### src/rtl/can_pkg.sv
`default_nettype none
// ============================================================================
//  Module   : can_pkg
//  Purpose  : Shared definitions for the CAN TX scheduler: core register
//             select codes, status bit positions, byte-lane constants,
//             scheduler state encoding and the arbitration key helper.
//  Revision : 1.0  initial release
// ============================================================================
package can_pkg;

  // Core register select codes
  localparam logic [1:0] c_rs_id    = 2'd0;
  localparam logic [1:0] c_rs_dlc   = 2'd1;
  localparam logic [1:0] c_rs_data0 = 2'd2;
  localparam logic [1:0] c_rs_data1 = 2'd3;

  // Status bit positions in the rs=1 read word
  localparam int c_st_rts   = 8;
  localparam int c_st_lostf = 9;
  localparam int c_st_bitf  = 10;
  localparam int c_st_ackf  = 11;

  // Byte-lane patterns; the DLC lanes leave baud/irqen in the upper bytes alone
  localparam logic [3:0] c_bytesel_all = 4'b1111;
  localparam logic [3:0] c_bytesel_dlc = 4'b0011;
  localparam logic [3:0] c_bytesel_rd  = 4'b0000;

  localparam int c_key_w = 29;

  typedef enum logic [3:0] {
    ST_IDLE   = 4'd0,
    ST_PICK   = 4'd1,
    ST_WR_ID  = 4'd2,
    ST_WR_D0  = 4'd3,
    ST_WR_D1  = 4'd4,
    ST_WR_DLC = 4'd5,
    ST_ARM    = 4'd6,
    ST_POLL   = 4'd7,
    ST_EVAL   = 4'd8
  } tx_state_e;

  // Standard IDs are left-aligned so they compare against extended IDs the way
  // the bus arbitrates them; the smaller key wins.
  function automatic logic [c_key_w-1:0] prio_key(input logic [31:0] id_word);
    return id_word[31] ? id_word[28:0] : {id_word[10:0], 18'h0};
  endfunction

endpackage
`default_nettype wire

### src/rtl/can_prio_select.sv
`default_nettype none
// ============================================================================
//  Module   : can_prio_select
//  Purpose  : Combinational lowest-key finder over the pending mailboxes.
//             Ties resolve to the lower index.
//  Revision : 1.0  initial release
// ============================================================================
module can_prio_select
  import can_pkg::*;
#(
  parameter int NMB = 4,
  parameter int IW  = 2
) (
  input  logic [NMB-1:0][c_key_w-1:0] keys,
  input  logic [NMB-1:0]              pending,
  output logic                        valid,
  output logic [IW-1:0]               idx
);

  logic [c_key_w-1:0] w_best;

  // Linear scan; strict less-than keeps the earlier (lower) index on a tie
  always_comb begin
    valid  = 1'b0;
    idx    = '0;
    w_best = '1;
    for (int i = 0; i < NMB; i++) begin
      if (pending[i] && (!valid || (keys[i] < w_best))) begin
        valid  = 1'b1;
        idx    = IW'(i);
        w_best = keys[i];
      end
    end
  end

endmodule
`default_nettype wire

### src/rtl/can_tx_scheduler.sv
`default_nettype none
// ============================================================================
//  Module   : can_tx_scheduler
//  Purpose  : Multi-mailbox CAN transmit scheduler. Picks the lowest-key
//             pending mailbox, programs the single-frame core, polls status
//             and retries or reports per-mailbox done/fail.
//  Revision : 1.0  initial release
// ============================================================================
module can_tx_scheduler
  import can_pkg::*;
#(
  parameter int NMB       = 4,
  parameter int MAX_RETRY = 15
) (
  input  logic           clk,
  input  logic           rst_n,
  input  logic           mb_wr,
  input  logic [2:0]     mb_sel,
  input  logic [1:0]     mb_word,
  input  logic [31:0]    mb_wdata,
  input  logic [NMB-1:0] mb_req,
  input  logic [NMB-1:0] mb_abort,
  output logic [NMB-1:0] mb_pending,
  output logic [NMB-1:0] mb_done,
  output logic [NMB-1:0] mb_fail,
  output logic           mb_wr_err,
  output logic           can_cs,
  output logic [1:0]     can_rs,
  output logic [3:0]     can_bytesel,
  output logic [31:0]    can_d,
  input  logic [31:0]    can_q,
  output logic           irq,
  input  logic           irq_ack
);

  localparam int IW = $clog2(NMB);

  tx_state_e state_q, state_d;

  logic [31:0]    id_q [NMB], id_d [NMB];
  logic [31:0]    d0_q [NMB], d0_d [NMB];
  logic [31:0]    d1_q [NMB], d1_d [NMB];
  logic [3:0]     dlc_q[NMB], dlc_d[NMB];

  logic [NMB-1:0] pending_q, pending_d;
  logic [IW-1:0]  act_q, act_d;
  logic [3:0]     retry_q, retry_d;
  logic [2:0]     status_q, status_d;   // {ackf, bitf, lostf}
  logic           arm_q, arm_d;
  logic           irq_q, irq_d;
  logic           wr_err_q, wr_err_d;

  logic [NMB-1:0][c_key_w-1:0] w_keys;
  logic                        w_valid;
  logic [IW-1:0]               w_idx;
  logic                        w_sel_ok;
  logic [IW-1:0]               w_sel;
  logic [NMB-1:0]              w_act_oh;
  logic [NMB-1:0]              w_abort_eff;
  logic                        w_success;
  logic                        w_exhausted;
  logic                        w_unused_q_bits;

  assign w_sel_ok        = ({29'd0, mb_sel} < 32'(NMB));
  assign w_sel           = mb_sel[IW-1:0];
  assign w_act_oh        = {{(NMB-1){1'b0}}, 1'b1} << act_q;
  assign w_success       = status_q[2] & ~status_q[0] & ~status_q[1];
  assign w_exhausted     = (retry_q == 4'(MAX_RETRY));
  assign w_unused_q_bits = ^{can_q[31:12], can_q[7:0]};

  // Arbitration keys for every mailbox
  always_comb begin
    for (int i = 0; i < NMB; i++) begin
      w_keys[i] = prio_key(id_q[i]);
    end
  end

  can_prio_select #(
    .NMB (NMB),
    .IW  (IW)
  ) u_prio (
    .keys    (w_keys),
    .pending (pending_q),
    .valid   (w_valid),
    .idx     (w_idx)
  );

  // Host writes land only in idle (non-pending) mailboxes; others flag an error
  always_comb begin
    id_d     = id_q;
    d0_d     = d0_q;
    d1_d     = d1_q;
    dlc_d    = dlc_q;
    wr_err_d = 1'b0;
    if (mb_wr && w_sel_ok) begin
      if (pending_q[w_sel]) begin
        wr_err_d = 1'b1;
      end else begin
        unique case (mb_word)
          2'd0: id_d[w_sel]  = mb_wdata;
          2'd1: dlc_d[w_sel] = mb_wdata[3:0];
          2'd2: d0_d[w_sel]  = mb_wdata;
          2'd3: d1_d[w_sel]  = mb_wdata;
          default: ;
        endcase
      end
    end
  end

  // Mailbox storage is deliberately not reset
  always_ff @(posedge clk) begin
    id_q  <= id_d;
    d0_q  <= d0_d;
    d1_q  <= d1_d;
    dlc_q <= dlc_d;
  end

  // State register
  always_ff @(posedge clk or negedge rst_n) begin
    if (!rst_n) state_q <= ST_IDLE;
    else        state_q <= state_d;
  end

  // Next-state logic: one core access per cycle through the frame sequence
  always_comb begin
    state_d = state_q;
    unique case (state_q)
      ST_IDLE:   if (|pending_q) state_d = ST_PICK;
      ST_PICK:   state_d = w_valid ? ST_WR_ID : ST_IDLE;
      ST_WR_ID:  state_d = ST_WR_D0;
      ST_WR_D0:  state_d = ST_WR_D1;
      ST_WR_D1:  state_d = ST_WR_DLC;
      ST_WR_DLC: state_d = ST_ARM;
      ST_ARM:    if (arm_q) state_d = ST_POLL;
      ST_POLL:   if (!can_q[c_st_rts]) state_d = ST_EVAL;
      ST_EVAL:   state_d = ST_IDLE;
      default:   state_d = ST_IDLE;
    endcase
  end

  // Output logic: core bus master and per-mailbox result pulses
  always_comb begin
    can_cs      = 1'b0;
    can_rs      = c_rs_id;
    can_bytesel = c_bytesel_rd;
    can_d       = 32'h0;
    mb_done     = '0;
    mb_fail     = '0;
    unique case (state_q)
      ST_WR_ID: begin
        can_cs = 1'b1; can_rs = c_rs_id;    can_bytesel = c_bytesel_all; can_d = id_q[act_q];
      end
      ST_WR_D0: begin
        can_cs = 1'b1; can_rs = c_rs_data0; can_bytesel = c_bytesel_all; can_d = d0_q[act_q];
      end
      ST_WR_D1: begin
        can_cs = 1'b1; can_rs = c_rs_data1; can_bytesel = c_bytesel_all; can_d = d1_q[act_q];
      end
      ST_WR_DLC: begin
        can_cs = 1'b1; can_rs = c_rs_dlc;   can_bytesel = c_bytesel_dlc;
        can_d  = {23'h0, 1'b1, 4'h0, dlc_q[act_q]};
      end
      ST_POLL: begin
        can_cs = 1'b1; can_rs = c_rs_dlc;   can_bytesel = c_bytesel_rd;
      end
      ST_EVAL: begin
        if (w_success)        mb_done = w_act_oh;
        else if (w_exhausted) mb_fail = w_act_oh;
      end
      default: ;
    endcase
  end

  // Scheduler bookkeeping: pending bits, active index, retries, status, irq
  always_comb begin
    act_d    = act_q;
    retry_d  = retry_q;
    status_d = status_q;
    arm_d    = (state_q == ST_ARM) ? ~arm_q : 1'b0;

    // Abort of the mailbox on the wire is ignored once the core is being driven
    w_abort_eff = mb_abort;
    if (state_q != ST_IDLE && state_q != ST_PICK) w_abort_eff[act_q] = 1'b0;
    pending_d = (pending_q | mb_req) & ~w_abort_eff;

    if (state_q == ST_PICK && w_valid) begin
      act_d = w_idx;
      if (w_idx != act_q) retry_d = 4'd0;
    end
    if (state_q == ST_POLL && !can_q[c_st_rts]) begin
      status_d = can_q[c_st_ackf:c_st_lostf];
    end
    if (state_q == ST_EVAL) begin
      if (w_success || w_exhausted) begin
        pending_d[act_q] = 1'b0;
        retry_d          = 4'd0;
      end else begin
        retry_d = retry_q + 4'd1;
      end
    end

    if (|{mb_done, mb_fail}) irq_d = 1'b1;
    else if (irq_ack)        irq_d = 1'b0;
    else                     irq_d = irq_q;
  end

  // Bookkeeping registers
  always_ff @(posedge clk or negedge rst_n) begin
    if (!rst_n) begin
      pending_q <= '0;
      act_q     <= '0;
      retry_q   <= 4'd0;
      status_q  <= 3'd0;
      arm_q     <= 1'b0;
      irq_q     <= 1'b0;
      wr_err_q  <= 1'b0;
    end else begin
      pending_q <= pending_d;
      act_q     <= act_d;
      retry_q   <= retry_d;
      status_q  <= status_d;
      arm_q     <= arm_d;
      irq_q     <= irq_d;
      wr_err_q  <= wr_err_d;
    end
  end

  assign mb_pending = pending_q;
  assign mb_wr_err  = wr_err_q;
  assign irq        = irq_q;

endmodule
`default_nettype wire

### config.mk
export PLATFORM = sky130hd
export DESIGN_NAME = can_tx_scheduler
export DESIGN_NICKNAME = d
export VERILOG_FILES = /design/src/rtl/can_pkg.sv /design/src/rtl/can_prio_select.sv /design/src/rtl/can_tx_scheduler.sv
export SDC_FILE = /design/constraint.sdc
export NUM_CORES = 1
export LEC_CHECK = 0
export CORE_MARGIN = 4
export CORE_UTILIZATION = 47
export DETAILED_ROUTE_END_ITERATION = 10
export HOLD_SLACK_MARGIN = 0.02
export PLACE_DENSITY_LB_ADDON = 0.1
export REMOVE_ABC_BUFFERS = 1
export SYNTH_ARGS = -nofsm -noshare
export SYNTH_HDL_FRONTEND = slang
export SYNTH_SLANG_ARGS = --single-unit
### constraint.sdc
create_clock -name clk -period 11.24 [get_ports clk]
set_clock_uncertainty 0.1 [all_clocks]
set_input_delay 2.248 -clock clk [delete_from_list [all_inputs] [get_ports clk]]
set_output_delay 2.248 -clock clk [all_outputs]
set_load 0.02 [all_outputs]
# Yosys cells after proc, flatten, opt, wreduce, memory -nomap -nowiden
# Cells that the tools add are included.
# Widths: inputs -> output; s select.
[totals]
regBits = 420
latchBits = 0
mem_bits_rw = 0
rom_bits = 0
input_bits = 81
out_inout_bits = 53
elab_cells = 165
n_memories = 0
[classes]
addsub = 1
multipliers = 0
n_div = 0
magnitude_cmp = 10
eq_ne = 17
n_shift = 1
n_mux = 64
bitwise = 14
n_reduce_logical = 34
[op_table]
columns = ["cell", "count"]
rows = [
  ["$bwmux 128", 3],
  ["$mux 32", 7],
  ["$mux 29", 7],
  ["$bmux 32 s2", 3],
  ["$pmux 32 s4", 1],
  ["$lt 29x29->1", 3],
  ["$mux 4", 18],
  ["$demux 32 s2", 1],
  ["$pmux 4 s8", 1],
  ["$bwmux 16", 1],
  ["$eq 4x3->1 const B", 4],
  ["$reduce_and 3->1", 5],
  ["$mux 1", 13],
  ["$and 4x4->4", 3],
  ["$logic_and 1x1->1", 9],
  ["$bmux 4 s2", 1],
  ["$demux 4 s2", 1],
  ["$eq 4x2->1 const B", 2],
  ["$eq 4x4->1 const B", 2],
  ["$not 4->4", 2],
  ["$pmux 4 s2", 1],
  ["$reduce_or 8->1", 1],
  ["$ge 3x3->1 const B", 2],
  ["$lt 2x3->1 const B", 2],
  ["other kinds (30)", 48],
]

# Longest topological paths before layout
# Gate-level depths: netlist of run 1.
[logic_depth]
depth_word = 18
mapped_depth = 38
ltp_nobuf = 32

# Modules after synthesis
# From an unflattened synthesis of run 1, not the netlist that was laid out.
[unflattened]
cells_unflattened = 1275
hier_area_um2 = 20239.4
[by_module_without_submodules]
columns = ["module", "instances", "cells_each", "area_per_inst_um2", "seq_area_each_um2"]
rows = [
  ["can_tx_scheduler", 1, 899, 17205.3, 12512.0],
  ["can_prio_select", 1, 376, 3034.2, 0.0],
]

# Worst setup path after synthesis of run 1
# OpenSTA, ideal clock, no wires.
[synth_timing]
path_kind = "register -> register"
from = "register id_q[127] (netlist bit)"
to = "register retry_q[1]"
setup_time_ns = 0.122
arrival_time_ns = 7.583
t_required_ns = 11.018
setup_slack_ns = 3.435
stages_incl_launch_ff = 37
n_path_buf = 6
period_less_slack_ns = 7.805
path_cell_list = "edfxtp_1 buf_1 clkbuf_1 mux2i_1 and2_1 ha_1 nand4_1 nor3_1 nand4_1 a21oi_1 o21ai_1 nand2_1 clkbuf_1 clkbuf_1 nand2_1 o21ai_0 ha_1 a21o_1 a221o_1 a2111oi_0 nand2_1 nor2_1 a21o_1 buf_2 buf_1 a21oi_1 ha_1 a21o_1 a21o_1 a21o_1 a2111o_1 a2111o_2 a21oi_2 a311oi_1 a221oi_2 o21ai_2 a32o_1"
[synth_via]
elab_chain_cells = 17
word_cells_on_any_way = 26
classes_between = "order compare (3); eq/ne (1); mux (10); reduce/logical (12)"
[synth_lines]
columns = ["item", "line_no", "text"]
rows = [
  ["start, declared", "can_tx_scheduler.sv:40", "logic [31:0] id_q [NMB], id_d [NMB];"],
  ["start signal, assigned", "can_tx_scheduler.sv:112", "id_q <= id_d;"],
  ["$mux 29 (*)", "can_pkg.sv:45", "return id_word[31] ? id_word[28:0] : {id_word[10:0], 18'h0};"],
  ["$mux 29 (*)", "can_prio_select.sv:28", "if (pending[i] && (!valid || (keys[i] < w_best))) begin"],
  ["$lt 29x29->1", "can_prio_select.sv:28", ""],
  ["$logic_or 1x1->1", "can_prio_select.sv:28", ""],
  ["$logic_and 1x1->1", "can_prio_select.sv:28", ""],
  ["$mux 29 / $mux 1 (equally long branches)", "can_prio_select.sv:28", ""],
  ["$lt 29x29->1 / $logic_not 1->1 (equally long branches)", "can_prio_select.sv:28", ""],
  ["$logic_or 1x1->1", "can_prio_select.sv:28", ""],
  ["$logic_and 1x1->1", "can_prio_select.sv:28", ""],
  ["$mux 29 / $mux 1 (equally long branches)", "can_prio_select.sv:28", ""],
  ["$lt 29x29->1 / $logic_not 1->1 (equally long branches)", "can_prio_select.sv:28", ""],
  ["$logic_or 1x1->1", "can_prio_select.sv:28", ""],
  ["$logic_and 1x1->1", "can_prio_select.sv:28", ""],
  ["$mux 2 / $mux 1 (equally long branches)", "can_prio_select.sv:28", ""],
  ["$ne 2x2->1 / $logic_and 1x1->1 (equally long branches)", "can_tx_scheduler.sv:188, can_tx_scheduler.sv:186", ""],
  ["$reduce_bool 2->1 (no line)", "n/a", ""],
  ["$reduce_and 2->1 (no line) (*)", "n/a", ""],
  ["end signal, assigned", "can_tx_scheduler.sv:220", "retry_q <= retry_d;"],
  ["end, declared", "can_tx_scheduler.sv:47", "logic [3:0] retry_q, retry_d;"],
]
# Every way passes the cells marked *; elsewhere a longest branch is shown, timed or not.
# A chain may end at the register's enable or synchronous reset.

# Final worst setup path of run 1
# Same ends and word-level chain as after synthesis.

==> flow_summary.ini, run 1 <==
[power]
p_leak_nw = 7.93
p_int_mw = 3.32
switching_share_pct = 31.2
switchingPower_mw = 1.50
combPwrFrac_pct = 31.0
peakVddDrop_v = 0.000132
p_seq_share_pct = 38.9
power_frac_clock_pct = 30.1
pwr_density_cell_mw_per_mm2 = 209

[timing]
fin_crit_sh_pct = 86.7
grt_setup_unrepaired = no
tightest_slew_ps = 983
finalSetupTns_ps = 0
max_freq_mhz = 103
maxSlewViolCount = 0
setup_violations = 0
hold_violations = 0
worst_slew_margin_rel_pct = 34.5
fin_crit_ps = 9750

[setup_path]
crit_arrival_ps = 10110
crit_path_top_delay_cell = edfxtp_1
slowest_delay_ps = 860
crit_path_end_kind = flop
cpMostUsedCell = a21o_1
worst-path-max-fanout = 44
worstPathRequired_ps = 11600
crit_path_start_kind = flop
critical_path_class = flop to flop

[logic_synthesis]
postSynthCellCount = 1293
syn_area_mm2 = 0.0198
synth_top_cell_by_area = edfxtp_1
yosys_warnings = 0
synth-seq-cells = 420
synth_top_family_by_area = multiplexers
async_flop_share_pct = 4.76
synth.distinct_cells = 69
ys_top_cells_by_area = edfxtp_1 (61%), mux4_2 (11%), ha_1 (5.4%)
yosys.area_share.xor_xnor_pct = 0.0442
seq_area_frac_synth_pct = 63.2
synth_edf_count = 400
synthAdderAreaFrac_pct = 5.37
synth_compound_area_share_pct = 7.41
synth_ff_type = edfxtp_1
yosys.area_share.simple_pct = 7.78
synth_area_per_cell_um2 = 15.3
synth_mux_area_share_pct = 14.6
synth_top_area_share_pct = 60.6

[finish]
layout-drive-gt1-share_pct = 18.1
fill_cells = 3297
mostFrequentLayoutCell = edfxtp_1
final_cell_mix = edfxtp_1 (400), nand2_1 (123), clkdlybuf4s50_1 (105), mux4_2 (101), ha_1 (85)
num_antenna_cells = 0
syn2layout_area_growth_pct = 16.3
finalNonFillerCells = 1971
nets = 1571

[floorplan]
dieArea_mm2 = 0.0455
die_w_um = 213
coreArea_mm2 = 0.0412
die_y_um = 213
row_count = 74
io_pins = 134
start_util_pct = 48.1

[grt]
grt_pass1_vias = 11788
gr-usage-met2_pct = 33.3
busiest_layer = met2
overflow = 0
grt_util_met1_pct = 31.4
grt_util_met3_pct = 2.73
antenna_found_initial = 0
track_usage_pct = 21.1
grt_max_degree = 57
grt_pass1_wl_um = 72200

[clocking]
cts_setup_buffers = 0
cts_resized = 0
cts_tree = yes
htreeDepth = 2
path_clk_slew_ps = 60
insertion_delay_ps = 570
clock_path_buffers = 3
hold_buffers = 0
cts_buffers = 45
cts_num_sinks = 420
cts_root_buf = clkbuf_16

[route]
wirelength_um = 46900
wl_per_cell_um = 23.8
postRouteAntennaNets = 0
first_pass_iters = 4
drt_iter0_markers = 899
vias = 11603
drc = 0
via_per_inst = 5.89

[outcome]
status = complete, no violations

[place]
io_buffers = 105
place_congestion = 0.840
place_hpwl_um = 30300
post-place-cells = 1890

[run]
cap_violations = 0

[worst_hold_path]
hold_path.class = flop to flop
-- cell type report --
class                           instances  area, µm²  share of cell area (%)
Sequential cell                       420      12500                    54.3
Multi-Input combinational cell        788       7060                    30.6
Tap cell                              532        666                    2.89
Clock buffer                           59       1230                    5.34
Inverter                               14       52.6                   0.228
Clock inverter                         22        213                   0.923
Timing Repair Buffer                  136       1300                    5.63
-- per-stage QoR --
stage / power [mW] / hold WS (ps) / util [%] / worst slack (ps) / area [µm²]
2_1_floorplan: 2.91 / 313 / - / 2750 / 19500
3_3_place_gp: 3.41 / 324 / 52.4 / 1650 / 21600
3_5_place_dp: 3.42 / 337 / 52.4 / 1610 / 21600
4_1_cts: 4.88 / 345 / 55.9 / 1580 / 23000
5_1_grt: 5.07 / 355 / 55.9 / 796 / 23000
6_report: 4.82 / 347 / 55.9 / 1490 / 23000
-- final timing paths --
path	start	end	slack, ps	cells past startpoint
max in group asynchronous	rst_n	act_q[0]	8220	1
worst max register to register	id_q[127]	retry_q[1]	1490	34
worst min register to register	arm_q	arm_q	350	1
min in group asynchronous	rst_n	state_q[1]	2120	1
worst max-delay path	id_q[127]	retry_q[1]	1490	34
worst min-delay path	arm_q	arm_q	350	1
-- power by group through the flow --
stage	combinational, mW	clock (mW)	sequential [mW]
final	1.50	1.45	1.87
after floorplan	0.984	0	1.93
after global routing	1.64	1.55	1.89
after global placement	1.50	0	1.91
after detailed placement	1.51	0	1.91
after CTS	1.52	1.48	1.88
-- cells in the mapped netlist (3+ instances only) --
library cell  number
a211oi_1           8
a21boi_0          17
a21o_1            11
a21oi_1           58
a22oi_1           32
a31oi_1            3
and2_1            59
buf_1             19
buf_2              4
clkbuf_1          46
dfrtp_1           20
edfxtp_1         400
ha_1              85
inv_1             14
mux2_2            38
mux2i_1           16
mux4_2           101
nand2_1          123
nand2b_1           8
nand3_1           12
nand4_1            9
nor2_1            65
nor2b_1            3
nor3_1            17
nor3b_1            5
nor4_1             3
o211ai_1           4
o21a_1             4
o21ai_0           46
o21ai_1            5
o221ai_1           3
or3_1              3
-- flip-flops by register name, indices dropped and copies added (netlist names) --
| signal | cells |
|---|---|
| mb_pending | 4 |
| status_q | 3 |
| act_q | 2 |
| state_q | 4 |
| id_q | 128 |
| arm_q | 1 |
| d0_q | 128 |
| mb_wr_err | 1 |
| d1_q | 128 |
| irq | 1 |
| retry_q | 4 |
| dlc_q | 16 |
-- critical path: cells and delay by family, from the launching register on --
family,cells,cell delay (ps)
DFF,1,860
muxes,2,450
adders and majority gates,3,820
and+or+nand+nor,7,1620
AOI/OAI and AO/OA,19,4760
buffers and inverters,3,1000
-- cells by family (layout without fill, tap and decap cells) --
group           after synthesis  after routing
simple gates                322            322
xor+xnor                      1              1
mux                         157            157
flops                       420            420
buf+inv                      85            231
fa+ha+maj                    85             85
compound gates              223            223
-- layer usage --
layer	share of wire, %	up-vias
met4	1.8	0
met1	47	5922
met5	0	-
met2	47	279
met3	4.7	54
li1	-	5348
Power figures use the tool's default switching activity.
==> run 2: changes to the inputs <==
--- a/config.mk
+++ b/config.mk
@@ -8,7 +8,7 @@
 export CORE_MARGIN = 4
 export CORE_UTILIZATION = 47
 export DETAILED_ROUTE_END_ITERATION = 10
-export HOLD_SLACK_MARGIN = 0.02
+export HOLD_SLACK_MARGIN = 0.15
 export PLACE_DENSITY_LB_ADDON = 0.1
 export REMOVE_ABC_BUFFERS = 1
 export SYNTH_ARGS = -nofsm -noshare
==> results of run 2 <==
Final layout, timing and power as in run 1 (identical DEF).
